### src/rtl/spi_pkg.sv
// Shared types and defaults for the SPI master sequencer.
package spi_pkg;

  typedef enum logic [2:0] {
    IDLE,
    LOAD,
    PRIME,
    HIGH,
    LOW,
    FINISH
  } spi_state_e;

  localparam int unsigned SPI_DIV_DEFAULT = 5;
  localparam int unsigned SPI_NBITS       = 8;
  localparam int unsigned SPI_SR_LAT      = 3;

endpackage

### src/rtl/spi_clk_div.sv
// Half-period divider for the SPI sequencer: counts 0..CLK_DIV-1 while
// enabled, flags the first and the terminal cycle of each half-period.
module spi_clk_div #(
  parameter int unsigned CLK_DIV = 5
) (
  input  logic clk_i,
  input  logic rst_i,
  input  logic en_i,
  output logic first_o,
  output logic tc_o
);

  localparam logic [7:0] DIV_LAST = 8'(CLK_DIV - 1);

  logic [7:0] div_cnt_q;
  logic [7:0] div_cnt_d;

  // Next count: wrap at the terminal value, hold at zero while disabled.
  always_comb begin
    div_cnt_d = div_cnt_q;
    if (!en_i) begin
      div_cnt_d = '0;
    end else if (div_cnt_q == DIV_LAST) begin
      div_cnt_d = '0;
    end else begin
      div_cnt_d = div_cnt_q + 8'd1;
    end
  end

  // Counter register.
  always_ff @(posedge clk_i or negedge rst_i) begin
    if (!rst_i) begin
      div_cnt_q <= '0;
    end else begin
      div_cnt_q <= div_cnt_d;
    end
  end

  assign first_o = (div_cnt_q == '0);
  assign tc_o    = en_i && (div_cnt_q == DIV_LAST);

endmodule

### src/rtl/spi_master_ctrl.sv
// SPI mode-0 master sequencer: loads an external MOSI shift register, paces
// its shifts, generates SCLK/CS and captures MISO, MSB first.
// Optional feature macro: SPI_IRQ_EN (sticky completion interrupt).
module spi_master_ctrl
  import spi_pkg::*;
#(
  parameter int unsigned CLK_DIV = SPI_DIV_DEFAULT,
  parameter int unsigned N_BITS  = SPI_NBITS,
  parameter int unsigned SR_LAT  = SPI_SR_LAT
) (
  input  logic              clk_i,
  input  logic              rst_i,
  input  logic              start_i,
  input  logic [N_BITS-1:0] tx_data_i,
  input  logic              miso_i,
  output logic              busy_o,
  output logic              done_o,
  output logic [N_BITS-1:0] rx_data_o,
  output logic              sr_we_o,
  output logic              sr_shift_o,
  output logic [N_BITS-1:0] sr_data_o,
  output logic              sclk_o,
  output logic              cs_o,
  output logic              irq_o,
  input  logic              irq_clr_i
);

  localparam int unsigned BW = (N_BITS > 1) ? $clog2(N_BITS) : 1;
  localparam logic [BW-1:0] BIT_LAST = BW'(N_BITS - 1);

  // The divider must outlast the shift-register latency so MOSI is settled
  // before each rising SCLK edge.
  if ((CLK_DIV < SR_LAT + 1) || (CLK_DIV > 255)) begin : g_bad_div
    $error("spi_master_ctrl: CLK_DIV out of range");
  end

  spi_state_e        state_q, state_d;
  logic [BW-1:0]     bit_cnt_q, bit_cnt_d;
  logic [N_BITS-1:0] rx_sr_q, rx_sr_d;
  logic [N_BITS-1:0] rx_data_q, rx_data_d;
  logic [N_BITS-1:0] sr_data_q, sr_data_d;
  logic              busy_q, busy_d;
  logic              done_q, done_d;
  logic              we_q, we_d;
  logic              shift_q, shift_d;
  logic              sclk_q, sclk_d;
  logic              cs_q, cs_d;
  logic              div_en, div_first, div_tc;

  assign div_en = (state_q == PRIME) || (state_q == HIGH) || (state_q == LOW);

  spi_clk_div #(
    .CLK_DIV(CLK_DIV)
  ) u_clk_div (
    .clk_i  (clk_i),
    .rst_i  (rst_i),
    .en_i   (div_en),
    .first_o(div_first),
    .tc_o   (div_tc)
  );

  // Next state, bit counter, data capture.
  always_comb begin
    state_d   = state_q;
    bit_cnt_d = bit_cnt_q;
    sr_data_d = sr_data_q;
    rx_sr_d   = rx_sr_q;
    unique case (state_q)
      IDLE: begin
        if (start_i) begin
          state_d   = LOAD;
          sr_data_d = tx_data_i;
          bit_cnt_d = BIT_LAST;
        end
      end
      LOAD:  state_d = PRIME;
      PRIME: if (div_tc) state_d = HIGH;
      HIGH: begin
        if (div_first) begin
          rx_sr_d = {rx_sr_q[N_BITS-2:0], miso_i};
        end
        if (div_tc) begin
          state_d = (bit_cnt_q == '0) ? FINISH : LOW;
        end
      end
      LOW: begin
        if (div_tc) begin
          state_d   = HIGH;
          bit_cnt_d = bit_cnt_q - BW'(1);
        end
      end
      FINISH:  state_d = IDLE;
      default: state_d = IDLE;
    endcase
  end

  // Outputs are decoded from the next state so they come straight off flops
  // and line up with the state they describe.
  always_comb begin
    busy_d    = (state_d != IDLE);
    cs_d      = !((state_d == LOAD) || (state_d == PRIME) ||
                  (state_d == HIGH) || (state_d == LOW));
    sclk_d    = (state_d == HIGH);
    we_d      = (state_d == LOAD);
    shift_d   = ((state_d == PRIME) && (state_q != PRIME)) ||
                ((state_d == LOW)   && (state_q != LOW));
    done_d    = (state_d == FINISH);
    rx_data_d = done_d ? rx_sr_q : rx_data_q;
  end

  // State and output registers.
  always_ff @(posedge clk_i or negedge rst_i) begin
    if (!rst_i) begin
      state_q   <= IDLE;
      bit_cnt_q <= '0;
      sr_data_q <= '0;
      rx_sr_q   <= '0;
      rx_data_q <= '0;
      busy_q    <= 1'b0;
      done_q    <= 1'b0;
      we_q      <= 1'b0;
      shift_q   <= 1'b0;
      sclk_q    <= 1'b0;
      cs_q      <= 1'b1;
    end else begin
      state_q   <= state_d;
      bit_cnt_q <= bit_cnt_d;
      sr_data_q <= sr_data_d;
      rx_sr_q   <= rx_sr_d;
      rx_data_q <= rx_data_d;
      busy_q    <= busy_d;
      done_q    <= done_d;
      we_q      <= we_d;
      shift_q   <= shift_d;
      sclk_q    <= sclk_d;
      cs_q      <= cs_d;
    end
  end

  assign busy_o     = busy_q;
  assign done_o     = done_q;
  assign rx_data_o  = rx_data_q;
  assign sr_we_o    = we_q;
  assign sr_shift_o = shift_q;
  assign sr_data_o  = sr_data_q;
  assign sclk_o     = sclk_q;
  assign cs_o       = cs_q;

`ifdef SPI_IRQ_EN
  logic irq_q, irq_d;

  // Sticky interrupt: a completion in the same cycle as a clear wins.
  always_comb begin
    irq_d = irq_q;
    if (done_d) begin
      irq_d = 1'b1;
    end else if (irq_clr_i) begin
      irq_d = 1'b0;
    end
  end

  // Interrupt flag register.
  always_ff @(posedge clk_i or negedge rst_i) begin
    if (!rst_i) begin
      irq_q <= 1'b0;
    end else begin
      irq_q <= irq_d;
    end
  end

  assign irq_o = irq_q;
`else
  logic unused_irq_clr;
  assign unused_irq_clr = irq_clr_i;
  assign irq_o          = 1'b0;
`endif

endmodule
### config.mk
export PLATFORM = sky130hd
export DESIGN_NAME = spi_master_ctrl
export DESIGN_NICKNAME = d
export VERILOG_FILES = /design/src/rtl/spi_pkg.sv /design/src/rtl/spi_clk_div.sv /design/src/rtl/spi_master_ctrl.sv
export SDC_FILE = /design/constraint.sdc
export NUM_CORES = 1
export LEC_CHECK = 0
export BUFFER_PORTS_ARGS = -buffer_cell sky130_fd_sc_hd__buf_2
export CAP_MARGIN = 15
export CORE_MARGIN = 3
export CORE_UTILIZATION = 49
export DETAILED_ROUTE_END_ITERATION = 7
export HOLD_SLACK_MARGIN = 0.03
export PLACE_DENSITY_LB_ADDON = 0.12
export SLEW_MARGIN = 15
export SYNTH_ARGS = -nofsm -noshare
export SYNTH_HDL_FRONTEND = slang
export SYNTH_SLANG_ARGS = --single-unit
### constraint.sdc
create_clock -name clk_i -period 2.01 [get_ports clk_i]
set_input_delay 0.402 -clock clk_i [delete_from_list [all_inputs] [get_ports clk_i]]
set_output_delay 0.402 -clock clk_i [all_outputs]
set_load 0.02 [all_outputs]
==> results.toml <==
[clock_network]
cts.htree.levels = 2
root_buffer = "clkbuf_8"
clkTransAtPathRegs_ns = 0.09
clk_latency_ns = 0.30
tritoncts = "done"
clock-sinks = 44
holdBufCountCts = 0
clockBufferDepth = 2
cts-buffers-inserted = 5

[placed_design]
dp.cells = 232
hpwlAfterDp_um = 2590
pre_cts_slack_ns = 0.0621
io_buffers = 33
routabilityCongestion = 0.863

[synth]
async_flop_share_pct = 100
yosysTopAreaCell = "dfrtp_1"
synth.top_cell.area_share_pct = 57.0
syn_area_per_cell_um2 = 12.6
ys_seq_elements = 44
ys_top_cells_by_area = "dfrtp_1 57%, mux2_2 14%, nor2_1 3.4%"
syn-num-nets = 167
synth_top_flop_cell = "dfrtp_1"
synth_edf_count = 0
syn_inst = 150
yosys_warnings = 0
synth.distinct_cells = 34
ys_seq_area_share_pct = 58.4
synth_area_mm2 = 0.00189

[status]
status = "complete, no violations"

[sta]
final.setup_skew_ns = 0.00691
finalHoldViolations = 0
setup-tns-final_ns = 0
slew_viol_final = 0
period_minus_slack_ns = 1.93
slew_headroom_pct = 62.0
tightest_slew_ns = 0.567
fin_ws_ns = 0.0777
hold_slack_ns = 0.0530
grt_setup_unrepaired = "yes"
finalSetupViolations = 0
max_freq_mhz = 518
period_share_pct = 96.1

[final_layout]
utilization_pct = 66.3
final_nets = 215
area_growth_pct = 23.7
drive_above_1_share_pct = 41.7
fillCellCount = 284
instances_no_fill = 245
antennaDiodeCount = 0

[drt]
drt_wl_total_um = 3540
route.met3.wl_um = 205
drtAntennaViolNets = 0
drc = 0
top_layer_used = "met4"
wl_met1_um = 1460
via_per_inst = 5.25
vias = 1287
drtPass1Iterations = 4
routed-wl-met2_um = 1820
avgRoutedWirePerCell_um = 14.4
drtIter0Drc = 71

[pwr]
sw_frac_of_total_pct = 27.1
p_sw_uw = 564
internal_power_uw = 1520
p_leak_uw = 0.00115
vdd_drop_max_uv = 617
cellPowerDensity_mw_per_mm2 = 894
clock_power_share_pct = 32.6
combPwrFrac_pct = 15.4
power_frac_seq_pct = 52.0

[floorplanning]
initial_core_util_pct = 53.6
core_area_mm2 = 0.00352
die_h_um = 68.1
num_io_pins = 36
rows = 21
die-area_mm2 = 0.00463
die_width_um = 68.1

[global_routing]
grt_pass1_vias = 1227
grt_max_degree = 25
track_usage_pct = 17.0
grt-ovfl-total = 0
grt_antenna_before_repair = 0
grt_pass1_wl_um = 5670

[min_path]
min_path_type = "in -> async"

[setup_path]
crit_path_end_kind = "flop"
arrival_ns = 2.12
required_ns = 2.20
worst-setup-path-type = "reg -> reg"
crit_fanout = 5
startpoint_type = "flop"

[run]
maxCapViolations = 0
[layer usage]
layer	global-route usage, %	up-vias
met4	7.44	0
met3	5.91	5
met5	0	-
met1	20.0	641
li1	-	606
met2	28.0	35
[area by class of cell]
class | instances | area, um^2 | area share, %
clock inverters | 3 | 46.3 | 1.98
flip-flops and latches | 44 | 1100 | 47.2
clock buffers | 5 | 68.8 | 2.95
well taps | 46 | 57.6 | 2.47
multi-input cells | 96 | 761 | 32.6
repair buffers | 45 | 275 | 11.8
inverters | 6 | 22.5 | 0.965
[state kept, by name (all words and copies together), names as in the netlist]
register,count
bit_cnt_q,3
busy_o,1
cs_o,1
done_o,1
rx_data_o,8
rx_sr_q,8
sclk_o,1
sr_data_o,8
sr_shift_o,1
sr_we_o,1
state_q,3
u_clk_div.div_cnt_q,8
[timing repair]
item	4_1_cts	5_1_grt
resized for setup	0	8
setup endpoints to repair	0	8
buffers inserted	0	4
[worst max-delay path, stage by stage, from the launching register on]
cell     delay [ns]
dfrtp_1        0.42
inv_1          0.07
ha_1           0.14
nor4b_4        0.24
nand2_2        0.11
nor4_4         0.33
buf_4          0.20
mux2_2         0.32
[power by group through the flow]
stage / Combinational, uW / Clock (uW) / Sequential (uW)
2_1_floorplan: 197 / 0 / 1090
3_3_place_gp: 286 / 0 / 1090
3_5_place_dp: 310 / 0 / 1100
4_1_cts: 311 / 697 / 1080
5_1_grt: 365 / 731 / 1100
6_report: 321 / 680 / 1080
[cells in the mapped netlist, types with 2 or more instances]
cell      instances
nor2_1           17
dfrtp_1          43
mux2_2           24
inv_1             6
ha_1              4
xor2_1            5
nand2_1           6
a311oi_1          2
o21ai_0           3
nand3_1           9
xnor2_1           2
a21oi_1           2
clkbuf_1          2
nand2b_1          3
and3_1            3
[cells in the final DEF (no fill, tap or decap), drive strengths merged, types with 2 or more instances in the layout]
cell / synthesis / layout
nand2b: 3 / 3
nand2: 7 / 7
and3: 3 / 3
a21oi: 2 / 2
ha: 4 / 4
dfrtp: 43 / 43
nor2: 17 / 17
xnor2: 2 / 2
nor3: 2 / 2
inv: 6 / 7
buf: 2 / 45
a311oi: 2 / 2
xor2: 5 / 5
nand3: 9 / 9
mux2: 24 / 24
clkbuf: 2 / 5
o21ai: 4 / 4
nor4: 2 / 2
[stage by stage]
stage                     power, uW  instance area, um^2
after floorplan                1290                 1890
after global placement         1370                 2150
after detailed placement       1410                 2150
after CTS                      2090                 2270
after global routing           2200                 2330
final                          2090                 2330
[path summary, 6_finish.rpt]
path	start	end	slack, ns	cells past startpoint
setup reg to reg	u_clk_div.div_cnt_q[1]	rx_data_o[6]	0.08	7
max in group asynchronous	rst_i	cs_o	1.38	2
setup / recovery	u_clk_div.div_cnt_q[1]	rx_data_o[6]	0.08	7
min in group clk_i	tx_data_i[0]	sr_data_o[0]	0.33	2
hold reg to reg	sr_data_o[1]	sr_data_o[1]	0.51	1
hold / removal	rst_i	u_clk_div.div_cnt_q[5]	0.05	1
[cells by family after synthesis]
group | Yosys count | synth area share, %
AOI/OAI and AO/OA | 11 | 3.78
xor gates and xnor gates | 7 | 3.25
adders and majority gates | 4 | 2.65
buffers and inverters | 10 | 2.25
DFF | 44 | 58.4
muxes | 25 | 14.9
other | 1 | 0.199
and+or+nand+nor | 48 | 14.6
Note: power is estimated with default switching activity, not from simulation.
